===== src/rtl/spi_slave_if.sv =====
// Wishbone host-port bundle for the SPI responder.
// The master modport is the local CPU side; the slave modport is the responder.
interface spi_slave_if;
  logic        wb_adr_i;
  logic [15:0] wb_dat_i;
  logic [15:0] wb_dat_o;
  logic        wb_we_i;
  logic [1:0]  wb_sel_i;
  logic        wb_stb_i;
  logic        wb_cyc_i;
  logic        wb_ack_o;

  modport master (
    output wb_adr_i, wb_dat_i, wb_we_i, wb_sel_i, wb_stb_i, wb_cyc_i,
    input  wb_dat_o, wb_ack_o
  );

  modport slave (
    input  wb_adr_i, wb_dat_i, wb_we_i, wb_sel_i, wb_stb_i, wb_cyc_i,
    output wb_dat_o, wb_ack_o
  );
endinterface


===== src/rtl/spi_slave.sv =====
// SPI mode-3 responder (MSB first, 8-bit frames) with oversampled pins,
// single TX/RX holding registers and a Wishbone register port. SYNC_STAGES must be >= 2.
module spi_slave #(
  parameter int          SYNC_STAGES = 2,
  parameter logic [7:0]  IDLE_TX     = 8'hFF
) (
  input  logic     wb_clk_i,
  input  logic     wb_rst_ni,
  spi_slave_if.slave wb,
  output logic     irq_o,
  input  logic     spi_sclk_i,
  input  logic     spi_mosi_i,
  input  logic     spi_ss_ni,
  output logic     spi_miso_o,
  output logic     spi_miso_oe_o
);

  logic [SYNC_STAGES-1:0] sck_sync, ss_sync, mosi_sync;
  logic       sck_p0, ss_p0, mosi_p0;
  logic       sck_p1, ss_p1;
  logic       tx_empty, rx_full, ovr, udr, ien_rx, ien_tx;
  logic [2:0] bit_cnt;
  logic [7:0] txbuf, rxbuf, shtx, shrx;

  logic       acc, wr_data, rd_clr, wr_ctrl;
  logic       act, ss_fall, ss_rise, sck_rise, sck_fall;
  logic       byte_done, reload, rx_accept;
  logic [7:0] rx_byte;
  logic [15:0] status;
  logic       unused_ok;

  // Pin synchronizers (stage _p0 = synchronized, _p1 = one clock older for edge detect)
  always_ff @(posedge wb_clk_i or negedge wb_rst_ni) begin
    if (!wb_rst_ni) begin
      sck_sync <= '1;
      ss_sync  <= '1;
      sck_p1   <= 1'b1;
      ss_p1    <= 1'b1;
    end else begin
      sck_sync <= {sck_sync[SYNC_STAGES-2:0], spi_sclk_i};
      ss_sync  <= {ss_sync[SYNC_STAGES-2:0], spi_ss_ni};
      sck_p1   <= sck_p0;
      ss_p1    <= ss_p0;
    end
  end

  always_ff @(posedge wb_clk_i) begin
    mosi_sync <= {mosi_sync[SYNC_STAGES-2:0], spi_mosi_i};
  end

  assign sck_p0  = sck_sync[SYNC_STAGES-1];
  assign ss_p0   = ss_sync[SYNC_STAGES-1];
  assign mosi_p0 = mosi_sync[SYNC_STAGES-1];

  // SCLK edges count only when selected in both this and the previous sample,
  // so an edge coinciding with SS falling cannot race the frame start.
  assign act      = ~ss_p0 & ~ss_p1;
  assign ss_fall  = ~ss_p0 &  ss_p1;
  assign ss_rise  =  ss_p0 & ~ss_p1;
  assign sck_rise = act &  sck_p0 & ~sck_p1;
  assign sck_fall = act & ~sck_p0 &  sck_p1;

  assign acc     = wb.wb_stb_i & wb.wb_cyc_i & ~wb.wb_ack_o;
  assign wr_data = acc &  wb.wb_we_i & ~wb.wb_adr_i & wb.wb_sel_i[0];
  assign rd_clr  = acc & ~wb.wb_we_i & ~wb.wb_adr_i & wb.wb_sel_i[0];
  assign wr_ctrl = acc &  wb.wb_we_i &  wb.wb_adr_i & wb.wb_sel_i[0];

  assign byte_done = sck_rise & (bit_cnt == 3'd7);
  assign reload    = ss_fall | byte_done;
  assign rx_accept = byte_done & (~rx_full | rd_clr);
  assign rx_byte   = {shrx[6:0], mosi_p0};

  assign status = {6'b0, ien_tx, ien_rx, 3'b0, ~ss_p0, udr, ovr, tx_empty, rx_full};

  assign unused_ok = &{1'b0, wb.wb_dat_i[15:8], wb.wb_sel_i[1]};

  // Datapath registers carry no reset; their contents are qualified by the flags
  always_ff @(posedge wb_clk_i) begin
    if (reload)
      shtx <= tx_empty ? IDLE_TX : txbuf;
    else if (sck_fall)
      shtx <= {shtx[6:0], 1'b1};
    if (wr_data)   txbuf <= wb.wb_dat_i[7:0];
    if (sck_rise)  shrx  <= rx_byte;
    if (rx_accept) rxbuf <= rx_byte;
  end

  // Control, flags, pins and bus responses
  always_ff @(posedge wb_clk_i or negedge wb_rst_ni) begin
    if (!wb_rst_ni) begin
      wb.wb_ack_o   <= 1'b0;
      wb.wb_dat_o   <= 16'h0000;
      irq_o         <= 1'b0;
      spi_miso_o    <= 1'b1;
      spi_miso_oe_o <= 1'b0;
      tx_empty      <= 1'b1;
      rx_full       <= 1'b0;
      ovr           <= 1'b0;
      udr           <= 1'b0;
      ien_rx        <= 1'b0;
      ien_tx        <= 1'b0;
      bit_cnt       <= 3'd0;
    end else begin
      wb.wb_ack_o <= acc;
      if (acc & ~wb.wb_we_i)
        wb.wb_dat_o <= wb.wb_adr_i ? status : {8'h00, rxbuf};

      if (wr_ctrl) begin
        ien_rx <= wb.wb_dat_i[0];
        ien_tx <= wb.wb_dat_i[1];
        if (wb.wb_dat_i[2]) begin
          ovr <= 1'b0;
          udr <= 1'b0;
        end
      end

      // Later assignments win: a same-cycle read clear yields to a new byte,
      // and a same-cycle TX write lands after the reload consumed the old state.
      if (rd_clr) rx_full <= 1'b0;
      if (reload) begin
        tx_empty <= 1'b1;
        if (tx_empty) udr <= 1'b1;
      end
      if (wr_data) tx_empty <= 1'b0;
      if (byte_done) begin
        if (rx_full & ~rd_clr) ovr     <= 1'b1;
        else                   rx_full <= 1'b1;
      end

      if (ss_fall) begin
        bit_cnt       <= 3'd0;
        spi_miso_oe_o <= 1'b1;
      end else if (ss_rise) begin
        bit_cnt       <= 3'd0;
        spi_miso_oe_o <= 1'b0;
        spi_miso_o    <= 1'b1;
      end else begin
        if (sck_rise) bit_cnt    <= 3'(bit_cnt + 3'd1);
        if (sck_fall) spi_miso_o <= shtx[7];
      end

      irq_o <= (ien_rx & rx_full) | (ien_tx & tx_empty);
    end
  end

endmodule

===== src/flat_wrapper.sv =====
// flat-port wrapper written by rule: the top's interface ports become plain ports
module spi_slave_flat 
#(
  parameter int          SYNC_STAGES = 2,
  parameter logic [7:0]  IDLE_TX     = 8'hFF
)
  (wb_clk_i, wb_rst_ni, irq_o, spi_sclk_i, spi_mosi_i, spi_ss_ni, spi_miso_o, spi_miso_oe_o, wb_wb_adr_i, wb_wb_dat_i, wb_wb_we_i, wb_wb_sel_i, wb_wb_stb_i, wb_wb_cyc_i, wb_wb_dat_o, wb_wb_ack_o);
  spi_slave_if wb_i ();
  input  logic wb_clk_i;
  input  logic wb_rst_ni;
  output logic irq_o;
  input  logic spi_sclk_i;
  input  logic spi_mosi_i;
  input  logic spi_ss_ni;
  output logic spi_miso_o;
  output logic spi_miso_oe_o;
  input wire logic [$bits(wb_i.wb_adr_i)-1:0] wb_wb_adr_i;
  input wire logic [$bits(wb_i.wb_dat_i)-1:0] wb_wb_dat_i;
  input wire logic [$bits(wb_i.wb_we_i)-1:0] wb_wb_we_i;
  input wire logic [$bits(wb_i.wb_sel_i)-1:0] wb_wb_sel_i;
  input wire logic [$bits(wb_i.wb_stb_i)-1:0] wb_wb_stb_i;
  input wire logic [$bits(wb_i.wb_cyc_i)-1:0] wb_wb_cyc_i;
  output wire logic [$bits(wb_i.wb_dat_o)-1:0] wb_wb_dat_o;
  output wire logic [$bits(wb_i.wb_ack_o)-1:0] wb_wb_ack_o;
  assign wb_i.wb_adr_i = wb_wb_adr_i;
  assign wb_i.wb_dat_i = wb_wb_dat_i;
  assign wb_i.wb_we_i = wb_wb_we_i;
  assign wb_i.wb_sel_i = wb_wb_sel_i;
  assign wb_i.wb_stb_i = wb_wb_stb_i;
  assign wb_i.wb_cyc_i = wb_wb_cyc_i;
  assign wb_wb_dat_o = wb_i.wb_dat_o;
  assign wb_wb_ack_o = wb_i.wb_ack_o;
  spi_slave #(.SYNC_STAGES(SYNC_STAGES), .IDLE_TX(IDLE_TX)) u_core (.wb_clk_i(wb_clk_i), .wb_rst_ni(wb_rst_ni), .wb(wb_i), .irq_o(irq_o), .spi_sclk_i(spi_sclk_i), .spi_mosi_i(spi_mosi_i), .spi_ss_ni(spi_ss_ni), .spi_miso_o(spi_miso_o), .spi_miso_oe_o(spi_miso_oe_o));
endmodule

===== config.mk =====
export PLATFORM = sky130hd
export DESIGN_NAME = spi_slave_flat
export DESIGN_NICKNAME = d
export VERILOG_FILES = /design/src/rtl/spi_slave_if.sv /design/src/rtl/spi_slave.sv /design/src/flat_wrapper.sv
export SDC_FILE = /design/constraint.sdc
export NUM_CORES = 1
export LEC_CHECK = 0
export CORE_MARGIN = 4
export CORE_UTILIZATION = 53
export CTS_BUF_LIST = sky130_fd_sc_hd__clkbuf_8
export CTS_CLUSTER_DIAMETER = 50
export CTS_CLUSTER_SIZE = 28
export DETAILED_ROUTE_END_ITERATION = 10
export GPL_TIMING_DRIVEN = 0
export PLACE_DENSITY_LB_ADDON = 0.15
export SYNTH_ARGS = -nofsm -noshare
export SYNTH_HDL_FRONTEND = slang
export SYNTH_SLANG_ARGS = --single-unit
export TNS_END_PERCENT = 50

===== constraint.sdc =====
create_clock -name wb_clk_i -period 1.9 [get_ports wb_clk_i]
set_input_delay 0.285 -clock wb_clk_i [delete_from_list [all_inputs] [get_ports wb_clk_i]]
set_output_delay 0.285 -clock wb_clk_i [all_outputs]
set_load 0.05 [all_outputs]

==> results_dict.tcl, run 1 <==
set metrics [dict create \
    grt_use_total 0.1627 \
    period_share 0.9700 \
    grt_pass1_vias 1395 \
    holdBufCountCts 0 \
    finalSetupTns_ns 0 \
    cts.sinks 62 \
    rr_worst_depth 6 \
    antenna_found_initial 0 \
    yosysWarnings 0 \
    yosys.area_share.adder 0.02607 \
    path_delay_family "buffers and inverters" \
    worstSetupPathType "reg2out" \
    die_y_um 75.29 \
    dieArea_mm2 0.005669 \
    htreeDepth 3 \
    p_leak_nw 1.217 \
    avgViaCountPerCell 5.265 \
    crit_slowest_cell "clkdlybuf4s50_1" \
    coreArea_mm2 0.004354 \
    dr_total_vias 1469 \
    crit_cells 1 \
    multi_input_comb_area_um2 619.3 \
    drv_slew 0 \
    power_density_mw_per_mm2 1058 \
    crit_arrival_ns 1.56 \
    slew_headroom 0.5729 \
    seqCellArea_mm2 0.001707 \
    syn-cell-area_mm2 0.002400 \
    n_antenna_cell 0 \
    synth_top_flop_cell "edfxtp_1" \
    yosysSeqAreaShare 0.7112 \
    dpl_worst_slack_ns -0.1414 \
    setup_violations 0 \
    critPathBufInv 1 \
    clockBufferDepth 2 \
    grt-ovfl-total 0 \
    io_buffer_count 31 \
    path_cells "clkdlybuf4s50_1" \
    hold_class "in2async" \
    syn_area_per_cell_um2 13.71 \
    setup_slack_ns 0.05692 \
    synth_edf_count 31 \
    fin_nets 254 \
    dp_hpwl_um 3035 \
    rsz0062_at_grt "false" \
    place_congestion 0.8406 \
    crit_fanout 5 \
    firstDrtPassIters 4 \
    yosys.area.top_type "edfxtp_1" \
    finalHoldViolations 21 \
    synthDistinctLibCells 33 \
    synthXorXnorAreaFrac 0.003650 \
    end_kind "primary output" \
    area_growth_pct 24.35 \
    fmax_mhz 542.6 \
    postRouteWirelength_um 4210 \
    path_clk_slew_ns 0.07 \
    vdd_drop_max_uv 680.0 \
    cts_tree "done" \
    cts_root_buffer "clkbuf_8" \
    antenna_left 0 \
    start_util 0.5511 \
    grt_max_degree 30 \
    tightest_slew_ns 0.6406 \
    failed_checks "hold timing" \
    drive_gt1_frac 0.1718 \
    fin_util 0.6853 \
    grt_pass1_wl_um 6541 \
    synthSimpleGateAreaFrac 0.1163 \
    syn_inst 175 \
    finalCriticalPeriod_ns 1.843 \
    cpPeakStageDelay_ns 0.83 \
    async_flop_share 0.4677 \
    cts_made_buffers 9 \
    num_rows 24 \
    synth_top_family_by_area "simple AND/OR/NAND/NOR gates" \
    io_pins 47 \
    skew_ns 0.005999 \
    synth_seq_cells 62 \
    synth_top_area_frac 0.3879 \
    wl_per_cell_um 15.09 \
    drc 0 \
    status "finished, violations left" \
    synth.area.top_cells "edfxtp_1 39%, dfrtp_1 22%, dfstp_2 8.8%" \
    synth_mux_area_frac 0.04327 \
    worstPathRequired_ns 1.62 \
    insertion_delay_ns 0.32 \
    startpoint_type "register" \
    initialDrtViolationCount 63 \
    maxCapViolCount 0 \
    fillers 305 \
    dieWidth_um 75.29 \
    whs_ns -0.01880 \
    synth_compound_area_frac 0.05683 \
]
==> cells in the mapped netlist (2+ instances only) <==
library cell,number
a21oi_1,7
and2_1,2
buf_4,7
clkbuf_1,4
dfrtp_1,21
dfstp_2,8
dfxtp_1,2
edfxtp_1,31
ha_1,5
inv_1,4
mux2_2,3
mux2i_1,7
nand2_1,16
nand2b_1,4
nand3b_1,3
nand4_1,2
nor2_1,10
nor3_1,10
o21ai_0,15
==> flip-flops by register name (all words and copies together) (netlist names), 2 cells and up <==
signal              cells
u_core.txbuf            8
u_core.bit_cnt          3
u_core.shtx             8
u_core.sck_sync         2
u_core.wb.wb_dat_o     10
u_core.mosi_sync        2
u_core.rxbuf            8
u_core.shrx             7
u_core.ss_sync          2
==> final cells by class <==
type | instances | share of cell area
flip-flops and latches | 62 | 0.5719
multi-input cells | 101 | 0.2075
repair buffers | 31 | 0.1019
clock buffers | 10 | 0.04612
plain buffers | 13 | 0.02809
well taps | 52 | 0.02180
clock inverters | 6 | 0.01761
inverters | 4 | 0.005031
==> metrics by stage <==
step / area (um2) / std cells / total power, mW
5_1_grt: 2984 / 279 / 3.279
6_report: 2984 / 279 / 3.159
3_3_place_gp: 2794 / 263 / 2.091
4_1_cts: 2985 / 279 / 3.188
2_1_floorplan: 2419 / 180 / 1.907
3_5_place_dp: 2794 / 263 / 2.104
==> cells by family (layout without fill, tap and decap cells) <==
| logic type | after synthesis | in the layout |
|---|---|---|
| buf+inv | 17 | 64 |
| simple gates | 54 | 54 |
| mux | 10 | 10 |
| flops | 62 | 62 |
| xor+xnor | 1 | 1 |
| fa+ha+maj | 5 | 5 |
| compound gates | 25 | 25 |
| other cells | 1 | 6 |
==> where the power goes <==
part | leakage [nW] | internal [mW] | switching [mW]
clock network | 0.105 | 0.625 | 0.462
logic | 0.469 | 0.181 | 0.325
registers | 0.643 | 1.51 | 0.0551
total | 1.22 | 2.32 | 0.843
==> cell usage in the layout (no fill, tap or decap), types with 8 or more instances in the layout <==
| master | count |
|---|---|
| o21ai_0 | 15 |
| dfrtp_1 | 21 |
| clkdlybuf4s50_1 | 29 |
| edfxtp_1 | 31 |
| nor2_1 | 9 |
| nand2_1 | 15 |
| clkbuf_8 | 10 |
| nor3_1 | 10 |
| dfstp_2 | 8 |
==> routing by layer <==
layer | part of all wire | up-vias | track usage
met5 | 0 | - | 0
li1 | - | 706 | -
met2 | 0.50 | 43 | 0.2512
met4 | 0.0067 | 0 | 0.08932
met1 | 0.44 | 718 | 0.2119
met3 | 0.055 | 2 | 0.04090
==> path summary, 6_finish.rpt <==
kind | slack [ns] | end | start
min reg2reg | 0.34 | u_core.mosi_sync[1] | u_core.mosi_sync[0]
min in group wb_clk_i | 0.34 | u_core.mosi_sync[1] | u_core.mosi_sync[0]
max | 0.06 | wb_wb_ack_o | u_core.wb.wb_ack_o
max in group asynchronous | 1.50 | u_core.ien_tx | wb_rst_ni
min | -0.02 | u_core.wb.wb_dat_o[7] | wb_rst_ni
max reg2reg | 0.14 | u_core.shtx[0] | u_core.ss_sync[1]
==> what timing repair did <==
item / 4_1_cts / 5_1_grt
resized for setup: 2 / 2
setup buffers: 0 / 0
endpoints found under the setup margin: 9 / 16
(Power assumes the default switching activity.)
==> inputs of run 2 (changes only) <==
Settings changed: CORE_UTILIZATION 53 to 54, CTS_CLUSTER_SIZE 28 to 25.
Clock period 1.9 ns to 2.3 ns, I/O delays scaled along.
==> results_dict.tcl, run 2 (same netlist as run 1, synthesis figures left out) <==
set metrics [dict create \
    antenna_found_initial 0 \
    p_leak_nw 1.233 \
    p_clk_frac 0.396 \
    finalCriticalPeriod_ns 2.015 \
    top_register "u_core.wb.wb_dat_o" \
    critPathBufInv 1 \
    antenna_left 0 \
    cts_root_buffer "clkbuf_8" \
    worstSetupPathType "reg2out" \
    mostFrequentLayoutCells "31 x edfxtp_1, 30 x clkdlybuf4s50_1, 21 x dfrtp_1" \
    worstPathRequired_ns 1.96 \
    p_sw_frac 0.2561 \
    final_common_cell "edfxtp_1" \
    place_congestion 0.7549 \
    firstDrtPassIters 4 \
    startpoint_type "register" \
    start_util 0.5791 \
    hold_class "in2async" \
    power_switching_mw 0.7271 \
    crit_cells 1 \
    wl_per_cell_um 15.70 \
    slew_headroom 0.5627 \
    grt_max_degree 30 \
    htreeDepth 3 \
    num_rows 23 \
    drc 0 \
    fmax_mhz 496.3 \
    io_pins 47 \
    path_delay_family "buffers and inverters" \
    rsz0062_at_grt "false" \
    crit_slowest_cell "clkdlybuf4s50_1" \
    cts_tree "done" \
    whs_ns 0.03873 \
    period_share 0.8760 \
    area_growth_pct 25.96 \
    clockBufferDepth 2 \
    avgViaCountPerCell 5.354 \
    placed_cells 261 \
    largest_register_ffs 10 \
    crit_arrival_ns 1.67 \
    postRouteWirelength_um 4350 \
    dp_hpwl_um 3056 \
    coreArea_mm2 0.004144 \
    cpPeakStageDelay_ns 0.80 \
    initialDrtViolationCount 86 \
    tightest_slew_ns 0.6559 \
    path_cells "clkdlybuf4s50_1" \
    finalHoldViolations 0 \
    dieWidth_um 74.67 \
    holdBufCountCts 0 \
    seq_power_share 0.455 \
    rr_worst_depth 6 \
    layout.cells.non_filler 277 \
    ctsResizeCount 0 \
    power_density_mw_per_mm2 939.3 \
    comb_power_share 0.150 \
    drive_gt1_frac 0.1630 \
    finalSetupTns_ns 0 \
    vdd_drop_max_uv 656.9 \
    insertion_delay_ns 0.33 \
    maxCapViolCount 0 \
    skew_ns 0.006075 \
    dieArea_mm2 0.005575 \
    status "finished, final reports clean" \
    path_clk_slew_ns 0.07 \
    grt_pass1_vias 1545 \
    n_antenna_cell 0 \
    end_kind "primary output" \
    cts.sinks 62 \
    intPower_mw 2.112 \
    dr_total_vias 1483 \
    grt-ovfl-total 0 \
    crit_fanout 3 \
    die_y_um 74.67 \
    cts_made_buffers 9 \
    cts_setup_buffers 0 \
    fin_nets 254 \
    grt_pass1_wl_um 7169 \
    io_buffer_count 31 \
    setup_violations 0 \
    drv_slew 0 \
    grt_use_total 0.1787 \
]
## run 2: final timing paths
kind	slack (ns)	to	from
hold reg to reg	0.33	u_core.mosi_sync[1]	u_core.mosi_sync[0]
setup reg to reg	0.42	u_core.shtx[7]	u_core.ss_sync[1]
min in group wb_clk_i	0.33	u_core.mosi_sync[1]	u_core.mosi_sync[0]
hold / removal	0.04	u_core.wb.wb_dat_o[1]	wb_rst_ni
max in group asynchronous	1.84	u_core.wb.wb_dat_o[8]	wb_rst_ni
setup / recovery	0.29	spi_miso_o	u_core.spi_miso_o
## run 2: power by group through the flow
stage	registers, mW	clock network [mW]	logic, mW
after CTS	1.29	1.14	0.431
after global placement	1.31	0	0.418
final	1.29	1.12	0.425
after detailed placement	1.31	0	0.428
after global routing	1.30	1.19	0.453
after floorplan	1.45	0	0.124
## run 2: per-stage QoR
stage	util	instance area, um2	power [mW]	setup slack [ns]
detailed placement	0.6736	2791	1.740	0.1380
CTS	0.7307	3028	2.860	0.2691
global route	0.7295	3023	2.939	0.2412
floorplan	-	2419	1.575	0.5573
global placement	0.6736	2791	1.726	0.2428
finish	0.7295	3023	2.840	0.2853
## run 2: per-layer routing
layer / up-vias / wire length [um] / global-route usage
li1: 709 / - / -
met1: 710 / 1921 / 0.2219
met2: 50 / 2062 / 0.2946
met3: 14 / 271 / 0.04806
met4: 0 / 93 / 0.08103
met5: - / 0 / 0
## run 2: area by class of cell
class                           count  area, um2
Fill cell                         286       1121
Clock inverter                      7      112.6
Clock buffer                        9      123.9
Timing Repair Buffer               31      305.3
Inverter                            4      15.01
Sequential cell                    62       1707
Multi-Input combinational cell    101      613.1
Buffer                             13      83.83
Tap cell                           50      62.56
==> inputs of run 3 (changes only) <==
Settings changed: CORE_MARGIN 4 to 5.
==> results_dict.tcl, run 3 (same netlist as run 1, synthesis figures left out) <==
set metrics [dict create \
    crit_arrival_ns 1.67 \
    grt_use_met3 0.08899 \
    r2r_start "u_core.ss_sync[1]" \
    worstPathRequired_ns 1.96 \
    clockBufferDepth 2 \
    final_common_cell "edfxtp_1" \
    num_rows 24 \
    multi_input_comb_area_um2 613.1 \
    fillers 305 \
    crit_cells 1 \
    io_pins 47 \
    crit_start "u_core.spi_miso_o" \
    wl_per_cell_um 15.58 \
    path_clk_slew_ns 0.07 \
    n_antenna_cell 0 \
    crit_slowest_cell "clkdlybuf4s50_1" \
    finalHoldViolations 0 \
    place_congestion 0.8088 \
    drive_gt1_frac 0.1586 \
    initialDrtViolationCount 46 \
    grt-ovfl-total 0 \
    grt_busiest_layer "met2" \
    die_y_um 76.67 \
    drc 0 \
    htreeDepth 3 \
    maxCapViolCount 0 \
    dieWidth_um 76.67 \
    rr_worst_depth 6 \
    postRouteWirelength_um 4348 \
    status "finished, final reports clean" \
    rrSetupSlack_ns 0.39 \
    reg2reg_to "u_core.shtx[7]" \
    mostFrequentLayoutCells "31 x edfxtp_1, 30 x clkdlybuf4s50_1, 21 x dfrtp_1" \
    dr_total_vias 1474 \
    skew_ns 0.01087 \
    grt_use_total 0.1655 \
    ctsResizeCount 0 \
    coreArea_mm2 0.004324 \
    p_leak_nw 1.217 \
    period_share 0.8764 \
    largest_register_ffs 10 \
    cpPeakStageDelay_ns 0.80 \
    finalSetupTns_ns 0 \
    drv_slew 0 \
    path_delay_family "buffers and inverters" \
    cts_made_buffers 9 \
    use_met1 0.2113 \
    insertion_delay_ns 0.34 \
    grt_pass1_vias 1490 \
    critPathBufInv 1 \
    power_density_mw_per_mm2 882.1 \
    worstSetupPathType "reg2out" \
    cp-endpoint "spi_miso_o" \
    start_util 0.5550 \
    gr-usage-met2 0.2419 \
    whs_ns 0.02900 \
    fin_nets 254 \
    rsz0062_at_grt "false" \
    slew_headroom 0.5733 \
    firstDrtPassIters 4 \
    finalCriticalPeriod_ns 2.016 \
    holdBufCountCts 0 \
    cts_setup_buffers 0 \
    cts_tree "done" \
    seqCellArea_mm2 0.001707 \
    fin_util 0.6895 \
    setup_violations 0 \
    io_buffer_count 31 \
    path_cells "clkdlybuf4s50_1" \
    end_kind "primary output" \
    grt_pass1_wl_um 7410 \
    antenna_found_initial 0 \
    cts_root_buffer "clkbuf_8" \
    antenna_left 0 \
    avgViaCountPerCell 5.283 \
    hold_class "in2async" \
    cts.sinks 62 \
    fmax_mhz 496.1 \
    vdd_drop_max_uv 627.4 \
    startpoint_type "register" \
    dieArea_mm2 0.005878 \
    grt_max_degree 30 \
    area_growth_pct 24.24 \
    top_register "u_core.wb.wb_dat_o" \
    tightest_slew_ns 0.6377 \
    crit_fanout 3 \
    dp_hpwl_um 3104 \
]
## run 3: cell count changes in the layout (fill, tap and decap cells not counted), sizes merged
cell,before,now
bufinv,3,1
clkbuf,13,14
clkinv,4,2
clkinvlp,0,1
inv,4,6
## run 3: routing by layer
layer | vias up | wire [um]
met5 | - | 0
met4 | 0 | 50
met3 | 5 | 284
met2 | 39 | 2107
met1 | 727 | 1905
li1 | 703 | -
## run 3: layout make-up
type | count | share of cell area
plain buffers | 13 | 0.02812
clock buffers | 10 | 0.04616
clock inverters | 6 | 0.01846
inverters | 4 | 0.005036
multi-input cells | 101 | 0.2056
flip-flops and latches | 62 | 0.5724
well taps | 52 | 0.02182
repair buffers | 31 | 0.1024
## run 3: worst min path at each step
stage	from	end	slack (ns)	cells after the start
after global placement	u_core.mosi_sync[0]	u_core.mosi_sync[1]	0.32	0
final	wb_rst_ni	u_core.wb.wb_dat_o[3]	0.03	1
after CTS	u_core.mosi_sync[0]	u_core.mosi_sync[1]	0.33	0
after global routing	wb_rst_ni	u_core.wb.wb_dat_o[3]	0.07	1
after detailed placement	u_core.mosi_sync[0]	u_core.mosi_sync[1]	0.32	0
after floorplan	wb_rst_ni	u_core.bit_cnt[0]	0.05	0
## run 3: stage by stage
stage	total power [mW]	area, um2	worst slack, ns	instances
2_1_floorplan	1.575	2419	0.5573	180
3_3_place_gp	1.729	2794	0.2588	263
3_5_place_dp	1.741	2794	0.1944	263
6_report	2.630	2982	0.2843	279
5_1_grt	2.750	2982	0.2259	279
4_1_cts	2.656	2987	0.2700	279
## run 3: power breakdown
group | leakage (nW) | switching, mW | internal, mW
Combinational | 0.469 | 0.269 | 0.152
Clock | 0.105 | 0.398 | 0.518
Sequential | 0.643 | 0.0462 | 1.25
